--- src/rtl/prog_load_ctrl_pkg.sv ---
// Shared definitions for the program-load controller: state encoding,
// assembly sizes and the default address width.
package prog_load_ctrl_pkg;

  localparam int unsigned LD_ADDR_LEN   = 32;
  localparam int unsigned LD_LINE_BYTES = 16;
  localparam int unsigned LD_WORD_BYTES = 4;

  typedef enum logic [2:0] {
    LD_HDR_I,
    LD_IMEM,
    LD_WR_I,
    LD_HDR_D,
    LD_DMEM,
    LD_WR_D,
    LD_DONE,
    LD_ERR
  } ld_state_e;

  // States in which a stream byte may be taken.
  function automatic logic ld_collecting(input ld_state_e s);
    return (s == LD_HDR_I) || (s == LD_IMEM) || (s == LD_HDR_D) || (s == LD_DMEM);
  endfunction

endpackage

--- src/rtl/ld_byte_asm.sv ---
// N-byte little-endian assembler: byte k of a group lands in data[8k+7:8k].
// `full` flags the accept that completes an N-byte group.
module ld_byte_asm #(
  parameter int unsigned NBYTES = 16,
  localparam int unsigned CW = $clog2(NBYTES)
) (
  input  logic                  clk,
  input  logic                  reset,
  input  logic                  clear,
  input  logic                  accept,
  input  logic [7:0]            byte_in,
  output logic [8*NBYTES-1:0]   data,
  output logic [CW-1:0]         count,
  output logic                  full
);

  logic [8*NBYTES-1:0] data_q, data_d;
  logic [CW-1:0]       count_q, count_d;

  genvar gi;
  generate
    for (gi = 0; gi < NBYTES; gi++) begin : g_byte
      assign data_d[8*gi +: 8] = clear ? 8'd0 :
                                 (accept && count_q == CW'(gi)) ? byte_in :
                                 data_q[8*gi +: 8];
    end
  endgenerate

  always_comb begin
    count_d = count_q;
    if (clear)       count_d = '0;
    else if (accept) count_d = count_q + CW'(1);
  end

  always_ff @(posedge clk) begin
    if (reset) begin
      data_q  <= '0;
      count_q <= '0;
    end else begin
      data_q  <= data_d;
      count_q <= count_d;
    end
  end

  assign data  = data_q;
  assign count = count_q;
  assign full  = accept && (count_q == CW'(NBYTES - 1));

endmodule

--- src/rtl/prog_load_ctrl.sv ---
// Boot-time loader: parses a little-endian byte stream into imem lines and
// dmem words, strobes the writes, and holds `loading` until the image is in.
module prog_load_ctrl
  import prog_load_ctrl_pkg::*;
#(
  parameter int unsigned ADDR_LEN   = LD_ADDR_LEN,
  parameter int unsigned IMEM_LINES = 512,
  parameter int unsigned DMEM_WORDS = 2048,
  parameter int unsigned DMEM_BASE  = 0
) (
  input  logic                clk,
  input  logic                reset,
  input  logic                in_valid,
  input  logic [7:0]          in_data,
  output logic                in_ready,
  output logic [ADDR_LEN-1:0] load_addr,
  output logic [127:0]        load_data,
  output logic                we_128,
  output logic                we_32,
  output logic                loading,
  output logic                done,
  output logic                error
);

  localparam int unsigned CW = $clog2(LD_LINE_BYTES);

  ld_state_e           state_q, state_d;
  logic [31:0]         n_q, n_d;
  logic [31:0]         cnt_q, cnt_d;
  logic [ADDR_LEN-1:0] addr_q, addr_d;

  logic [127:0]  asm_data;
  logic [CW-1:0] asm_count;
  logic          asm_full;
  logic          asm_clear;
  logic          take;
  logic          last4;
  logic [31:0]   hdr_val;

  assign take    = in_valid && ld_collecting(state_q);
  assign last4   = take && (asm_count == CW'(LD_WORD_BYTES - 1));
  // Completed header value including the byte being accepted this cycle.
  assign hdr_val = {in_data, asm_data[23:0]};

  always_comb begin
    state_d = state_q;
    n_d     = n_q;
    cnt_d   = cnt_q;
    addr_d  = addr_q;
    case (state_q)
      LD_HDR_I: if (last4) begin
        n_d   = hdr_val;
        cnt_d = '0;
        if (hdr_val > 32'(IMEM_LINES)) state_d = LD_ERR;
        else if (hdr_val == 32'd0)     state_d = LD_HDR_D;
        else                           state_d = LD_IMEM;
      end
      LD_IMEM: if (take && asm_full) state_d = LD_WR_I;
      LD_WR_I: begin
        cnt_d   = cnt_q + 32'd1;
        addr_d  = addr_q + ADDR_LEN'(LD_LINE_BYTES);
        state_d = (cnt_q + 32'd1 < n_q) ? LD_IMEM : LD_HDR_D;
      end
      LD_HDR_D: if (last4) begin
        n_d    = hdr_val;
        cnt_d  = '0;
        addr_d = ADDR_LEN'(DMEM_BASE);
        if (hdr_val > 32'(DMEM_WORDS)) state_d = LD_ERR;
        else if (hdr_val == 32'd0)     state_d = LD_DONE;
        else                           state_d = LD_DMEM;
      end
      LD_DMEM: if (last4) state_d = LD_WR_D;
      LD_WR_D: begin
        cnt_d   = cnt_q + 32'd1;
        addr_d  = addr_q + ADDR_LEN'(LD_WORD_BYTES);
        state_d = (cnt_q + 32'd1 < n_q) ? LD_DMEM : LD_DONE;
      end
      default: state_d = state_q;
    endcase
  end

  // The assembler keeps its contents through WR_* so the write can use them.
  assign asm_clear = (state_d != state_q) && ld_collecting(state_d);

  ld_byte_asm #(.NBYTES(LD_LINE_BYTES)) u_asm (
    .clk     (clk),
    .reset   (reset),
    .clear   (asm_clear),
    .accept  (take),
    .byte_in (in_data),
    .data    (asm_data),
    .count   (asm_count),
    .full    (asm_full)
  );

  always_ff @(posedge clk) begin
    if (reset) begin
      state_q <= LD_HDR_I;
      n_q     <= '0;
      cnt_q   <= '0;
      addr_q  <= '0;
    end else begin
      state_q <= state_d;
      n_q     <= n_d;
      cnt_q   <= cnt_d;
      addr_q  <= addr_d;
    end
  end

  assign in_ready  = ld_collecting(state_q);
  assign we_128    = (state_q == LD_WR_I);
  assign we_32     = (state_q == LD_WR_D);
  assign done      = (state_q == LD_DONE);
  assign error     = (state_q == LD_ERR);
  assign loading   = (state_q != LD_DONE);
  assign load_addr = addr_q;
  assign load_data = (state_q == LD_WR_D) ? {asm_data[31:0], 96'd0} : asm_data;

endmodule
--- config.mk ---
export PLATFORM = sky130hd
export DESIGN_NAME = prog_load_ctrl
export DESIGN_NICKNAME = d
export VERILOG_FILES = /design/src/rtl/prog_load_ctrl_pkg.sv /design/src/rtl/ld_byte_asm.sv /design/src/rtl/prog_load_ctrl.sv
export SDC_FILE = /design/constraint.sdc
export NUM_CORES = 1
export LEC_CHECK = 0
export BUFFER_PORTS_ARGS = -buffer_cell sky130_fd_sc_hd__buf_2
export CAP_MARGIN = 20
export CORE_ASPECT_RATIO = 0.8
export CORE_MARGIN = 3
export CORE_UTILIZATION = 62
export DETAILED_ROUTE_END_ITERATION = 8
export PLACE_DENSITY = 0.86
export SYNTH_ARGS = -nofsm -noshare
export SYNTH_HDL_FRONTEND = slang
export SYNTH_SLANG_ARGS = --single-unit
--- constraint.sdc ---
create_clock -name clk -period 7.5 [get_ports clk]
set_input_delay 0.375 -clock clk [delete_from_list [all_inputs] [get_ports clk]]
set_output_delay 0.375 -clock clk [all_outputs]
set_load 0.02 [all_outputs]
Word level (Yosys, flattened, before mapping)
Cells that the tools add are included.
W data, S select, Z words.

operators by class
  reduce and logical (&&, ||, !) cells = 37
  multiplexer cells = 15
  add/subtract/negate cells = 4
  shift-type cells = 0
  $mul = 0
  bitwise operators = 0
  equality and inequality tests = 29
  div/mod/pow operators = 0
  $lt $le $gt $ge = 3

operators by type and width
  cell                     number
  $mux W128                1
  $pmux W32 S3             1
  $pmux W32 S2             1
  $add A32 B1 Y32 const B  1
  $add A32 B3 Y32 const B  1
  $add A32 B5 Y32 const B  1
  $eq A4 B4 Y1 const B     8
  $gt A32 B10 Y1 const B   1
  $gt A32 B12 Y1 const B   1
  $logic_not A32 Y1        1
  $lt A32 B32 Y1           1
  $mux W32                 1
  $logic_and A1 B1 Y1      19
  $pmux W3 S6              1
  $eq A4 B3 Y1 const B     4
  $eq A3 B3 Y1 const B     5
  $mux W3                  5
  $mux W2                  5
  $eq A3 B2 Y1 const B     3
  $eq A4 B2 Y1 const B     2
  $eq A3 B1 Y1 const B     2
  $logic_not A3 Y1         2
  $logic_or A1 B1 Y1       6
  $reduce_and A2 Y1        3
  other kinds (10)         12

word-level totals
  bits in read-only memories = 0
  flip-flop bits (word level) = 231
  memories kept = 0
  latch bits = 0
  bits in writable memories = 0
  bits of input ports = 11

Longest topological paths before layout
  word-level depth = 15
  depth in mapped cells = 18
  depth with buffers taken out = 14

Modules after synthesis
A second synthesis with hierarchy kept.

unflattened totals
  cell total of the unflattened synthesis = 1511
  area total of the unflattened synthesis = 12871.1 sq um

modules (own cells, without submodules)
  module          area each (sq um)  cells each  instances  seq. area each (sq um)
  prog_load_ctrl  6970.4             1014        1          1941.9
  ld_byte_asm     5900.7             497         1          2642.5

Worst setup path after synthesis
No wires, ideal clock.

  path kind = reg2reg
  from = reg cnt_q[9]
  to = reg u_asm.data_q[100], in the netlist u_asm.data[100]
  data required time = 7.384 ns
  buffers on the path = 4
  cell stages (with the launch flop) = 19
  setup slack = 3.596 ns
  library setup time = 0.116 ns
  arrival time = 3.788 ns
  cells stage by stage = dfxtp_1 clkbuf_1 nand4_1 nor4_2 and4_1 and2_1 clkbuf_1 nand3_1 xnor2_1 ha_1 nand4_1 nor3_1 or3_1 o31ai_1 a21oi_1 o31ai_4 buf_6 buf_4 nor2_1

between the ends
  word-level cells in the longest chain between the ends = 10
  elaborated cells between the ends (all ways) = 15
  classes of those cells = add/sub (1); order compare (1); eq/ne (4); mux (3); reduce/logical (6)

ends and longest elaborated chain
  element                                           line                                        text
  start: declaration                                prog_load_ctrl.sv:29                        logic [31:0] cnt_q, cnt_d;
  start signal: assignment                          prog_load_ctrl.sv:105                       cnt_q <= cnt_d;
  $add A32 B1 Y32 (*)                               prog_load_ctrl.sv:62, prog_load_ctrl.sv:76
  $lt A32 B32 Y1 (*)                                prog_load_ctrl.sv:62, prog_load_ctrl.sv:76
  $mux W2 (on tied branches)                        prog_load_ctrl.sv:76, prog_load_ctrl.sv:62
  $pmux W3 S6 (*)                                   prog_load_ctrl.sv:50                        case (state_q)
  $eq A3 B1 Y1 or $logic_not A3 Y1 (tied branches)  prog_load_ctrl_pkg.sv:22                    return (s == LD_HDR_I) || (s == LD_IMEM) || (s == LD_HDR_D) || (s == LD_DMEM);
  $logic_or A1 B1 Y1 (3 in a row)                   prog_load_ctrl_pkg.sv:22
  $logic_and A1 B1 Y1 (*)                           prog_load_ctrl.sv:83                        assign asm_clear = (state_d != state_q) && ld_collecting(state_d);
  $reduce_or A2 Y1 (no line) (*)                    --
  end signal: assignment                            ld_byte_asm.sv:40                           data_q <= data_d;
  end: declaration                                  ld_byte_asm.sv:17                           logic [8*NBYTES-1:0] data_q, data_d;

Mark *: on every way between the ends. The rest lies on a longest branch, timed or not.
A chain may end at the register's enable or synchronous reset.

Final worst setup path
  from = reg cnt_q[5]
  to = reg u_asm.data_q[49], in the netlist u_asm.data[49]

Same word-level chain as after synthesis.

==> impl_metrics.toml <==
[hold_path]
min_to = "u_asm.count[2]"
min_from = "in_valid"
hold_path_class = "input port to flip-flop"
whs_path_depth = 4

[global_routing]
overflow = 0
grtUsageTotal_pct = 29.7
grt_max_degree = 90
grt_first_pass_wirelength_mm = 51.1
antenna_found_initial = 0
grt_pass1_vias = 10000

[final_layout]
n_fill_cell = 1353
regArea_um2 = 4580
design_area_um2 = 13300
drive_above_1_share_pct = 14.9
area_delta_synth_final_pct = 14.2
antennaDiodeCount = 0
final_nets = 1618
multiInputGateArea_um2 = 6490

[floorplanning]
die_width_um = 159
core_um2 = 18300
std_cell_rows = 44
ios = 177
fp.dieArea_um2 = 20500
fp.dieH_um = 129
initial_core_util_pct = 63.7

[pwr]
clockPowerShare_pct = 44.5
cell_internal_pwr_w = 0.00201
switchingPower_w = 0.000650
power_density_nw_per_um2 = 200
ir_drop_uv = 149
combPwrFrac_pct = 8.0
switching_share_pct = 24.4
p_leak_nw = 6.32
seqPwrFrac_pct = 47.5

[placement]
gp_congestion = 0.901
dpl_cell_area_um2 = 12500
hpwl_mm = 20.9
pre_cts_ws_ns = 2.24
portBuffers = 174

[worst_setup_path]
startpoint_type = "flip-flop"
crit_fanout = 82
critPathKind = "flip-flop to flip-flop"
worstReg2RegEnd = "u_asm.data[49]"
arrival_ns = 5.74
reg2reg_from = "cnt_q[5]"
rr_worst_depth = 16
crit_required_ns = 7.87
startpoint = "cnt_q[5]"
r2r_setup_slack_ns = 2.13
worst_setup_path_end_kind = "flip-flop"

[yosys]
synth_area_leaders = "dfxtp_1 (39%), mux2i_1 (10%), nand2_1 (7.2%)"
synthesis.area_um2 = 11600
syn_inst = 1457
synth-edff-count = 0
synth-async-reset-ratio_pct = 0
ys_seq_area_share_pct = 39.4
synth_top_area_cell = "dfxtp_1"
yosys_warnings = 0
synth_area_per_cell_um2 = 7.99
ys.flop_type = "dfxtp_1"
synth_top_area_share_pct = 39.4
synth_cell_types = 64
ys_ff_latch = 229

[clock_network]
postCtsSetupBuffers = 0
htreeDepth = 1
clkTransAtPathRegs_ns = 0.06
clockBufferDepth = 3
cts_tree = "yes"
holdBufCountCts = 0
post_cts_resized = 0
cts_made_buffers = 23
cts.sinks = 229
clockRootBuffer = "clkbuf_16"
clock_latency_ns = 0.50

[sta]
fin_ws_ns = 2.13
hold_viol_final = 0
tns_ns = 0
finalCriticalPeriod_ns = 5.37
max_slew_margin_pct = 29.0
rsz0062_at_grt = "no"
fin_skew_ns = 0.00521
worst_pin_slew_ns = 1.06
fin_crit_sh_pct = 71.7
slew_violations = 0
max_freq_ghz = 0.186
setup_violations = 0

[status]
status = "complete, no violations"

[route]
ant_nets = 0
drt-total-wl_mm = 31.6
remaining_drc_errors = 0
vias = 10800
wl_per_cell_um = 17.2
dr.pass1.iters = 7
vias_per_cell = 5.88
drtIter0Drc = 1127

[run]
cap_violations = 0
[stage by stage]
step / util, % / std cells / hold slack, ns / power (W)
after floorplan: - / 1458 / 0.436 / 0.00144
after global placement: 68.3 / 1795 / 0.444 / 0.00149
after detailed placement: 68.3 / 1795 / 0.447 / 0.00150
after CTS: 72.6 / 1836 / 0.305 / 0.00267
after global routing: 72.8 / 1838 / 0.346 / 0.00275
final: 72.8 / 1838 / 0.319 / 0.00266
[cell usage in the layout, fill, tap and decap left out, drive strengths merged, types with 12 or more instances in the layout]
master    n
nand3    49
nor4     12
nor3     18
dfxtp   229
mux2i   120
nand4    20
and3     12
ha       38
buf     184
nand2   224
clkbuf   35
inv      42
xor2     16
nor2    203
xnor2    20
and2    107
o21ai    39
a21oi    91
[synthesized netlist by cell type (12+ instances only)]
cell / n
ha_1: 38
nand4_1: 20
clkbuf_1: 64
and3_1: 12
inv_1: 41
nand3_1: 49
xnor2_1: 20
nor2_1: 203
a21oi_1: 91
xor2_1: 16
o21ai_0: 36
mux2i_1: 120
dfxtp_1: 229
nor3_1: 17
nand2_1: 224
and2_1: 107
buf_2: 12
[area by class of cell]
type                            count  share of cell area, %
Clock buffer                       35                   5.34
Clock inverter                      6                  0.602
Inverter                           42                   1.19
Multi-Input combinational cell   1089                   48.8
Sequential cell                   229                   34.5
Tap cell                          253                   2.38
Timing Repair Buffer              184                   7.20
[power by group through the flow]
stage / Combinational [W] / Sequential [W] / Clock [W]
floorplan: 0.000167 / 0.00127 / 0
detailed placement: 0.000205 / 0.00129 / 0
CTS: 0.000208 / 0.00126 / 0.00120
global route: 0.000229 / 0.00127 / 0.00125
finish: 0.000213 / 0.00127 / 0.00118
global placement: 0.000200 / 0.00129 / 0
[state kept, by name, indices dropped and copies added, names as in the netlist]
name         count
state_q          3
u_asm.data     128
n_q             32
u_asm.count      4
cnt_q           32
load_addr       30
[routing by layer]
| metal | part of all wire (%) | track usage, % |
|---|---|---|
| met4 | 2.6 | 9.11 |
| met2 | 45 | 49.1 |
| met5 | 0 | 0 |
| met1 | 44 | 40.5 |
| met3 | 8.2 | 4.60 |
[logic make-up (layout without fill, tap and decap cells)]
kind of cell    Yosys count  after routing  share of synthesized area (%)
simple gates            689            689                           27.7
flops                   229            229                           39.4
compound gates          203            203                           10.7
buf+inv                 140            267                           5.03
mux                     121            121                           10.4
fa+ha+maj                38             38                           4.08
xor+xnor                 36             36                           2.71
other cells               1              2                         0.0322
[worst max-delay path by stage]
stage | cells after the start | slack [ns] | to
final | 16 | 2.13 | u_asm.data[49]
after global routing | 16 | 1.68 | u_asm.data[77]
after CTS | 16 | 2.16 | u_asm.data[46]
after detailed placement | 16 | 2.24 | u_asm.data[84]
after global placement | 16 | 2.46 | u_asm.data[40]
after floorplan | 18 | 3.60 | u_asm.data[100]
[worst max-delay path, cell delays in order (launching register included)]
cell,delay (ns)
dfxtp_1,0.44
nand4_1,0.23
nor4_2,0.66
and4_1,0.38
and2_1,0.26
nand3_1,0.15
xnor2_1,0.16
ha_1,0.31
nand4_1,0.17
nor3_1,0.08
o311ai_0,0.32
and4b_1,0.26
o311ai_2,0.14
o31ai_4,0.24
buf_4,0.68
buf_4,0.60
nor2_1,0.12
No activity file was read; power rests on OpenSTA's default activity.
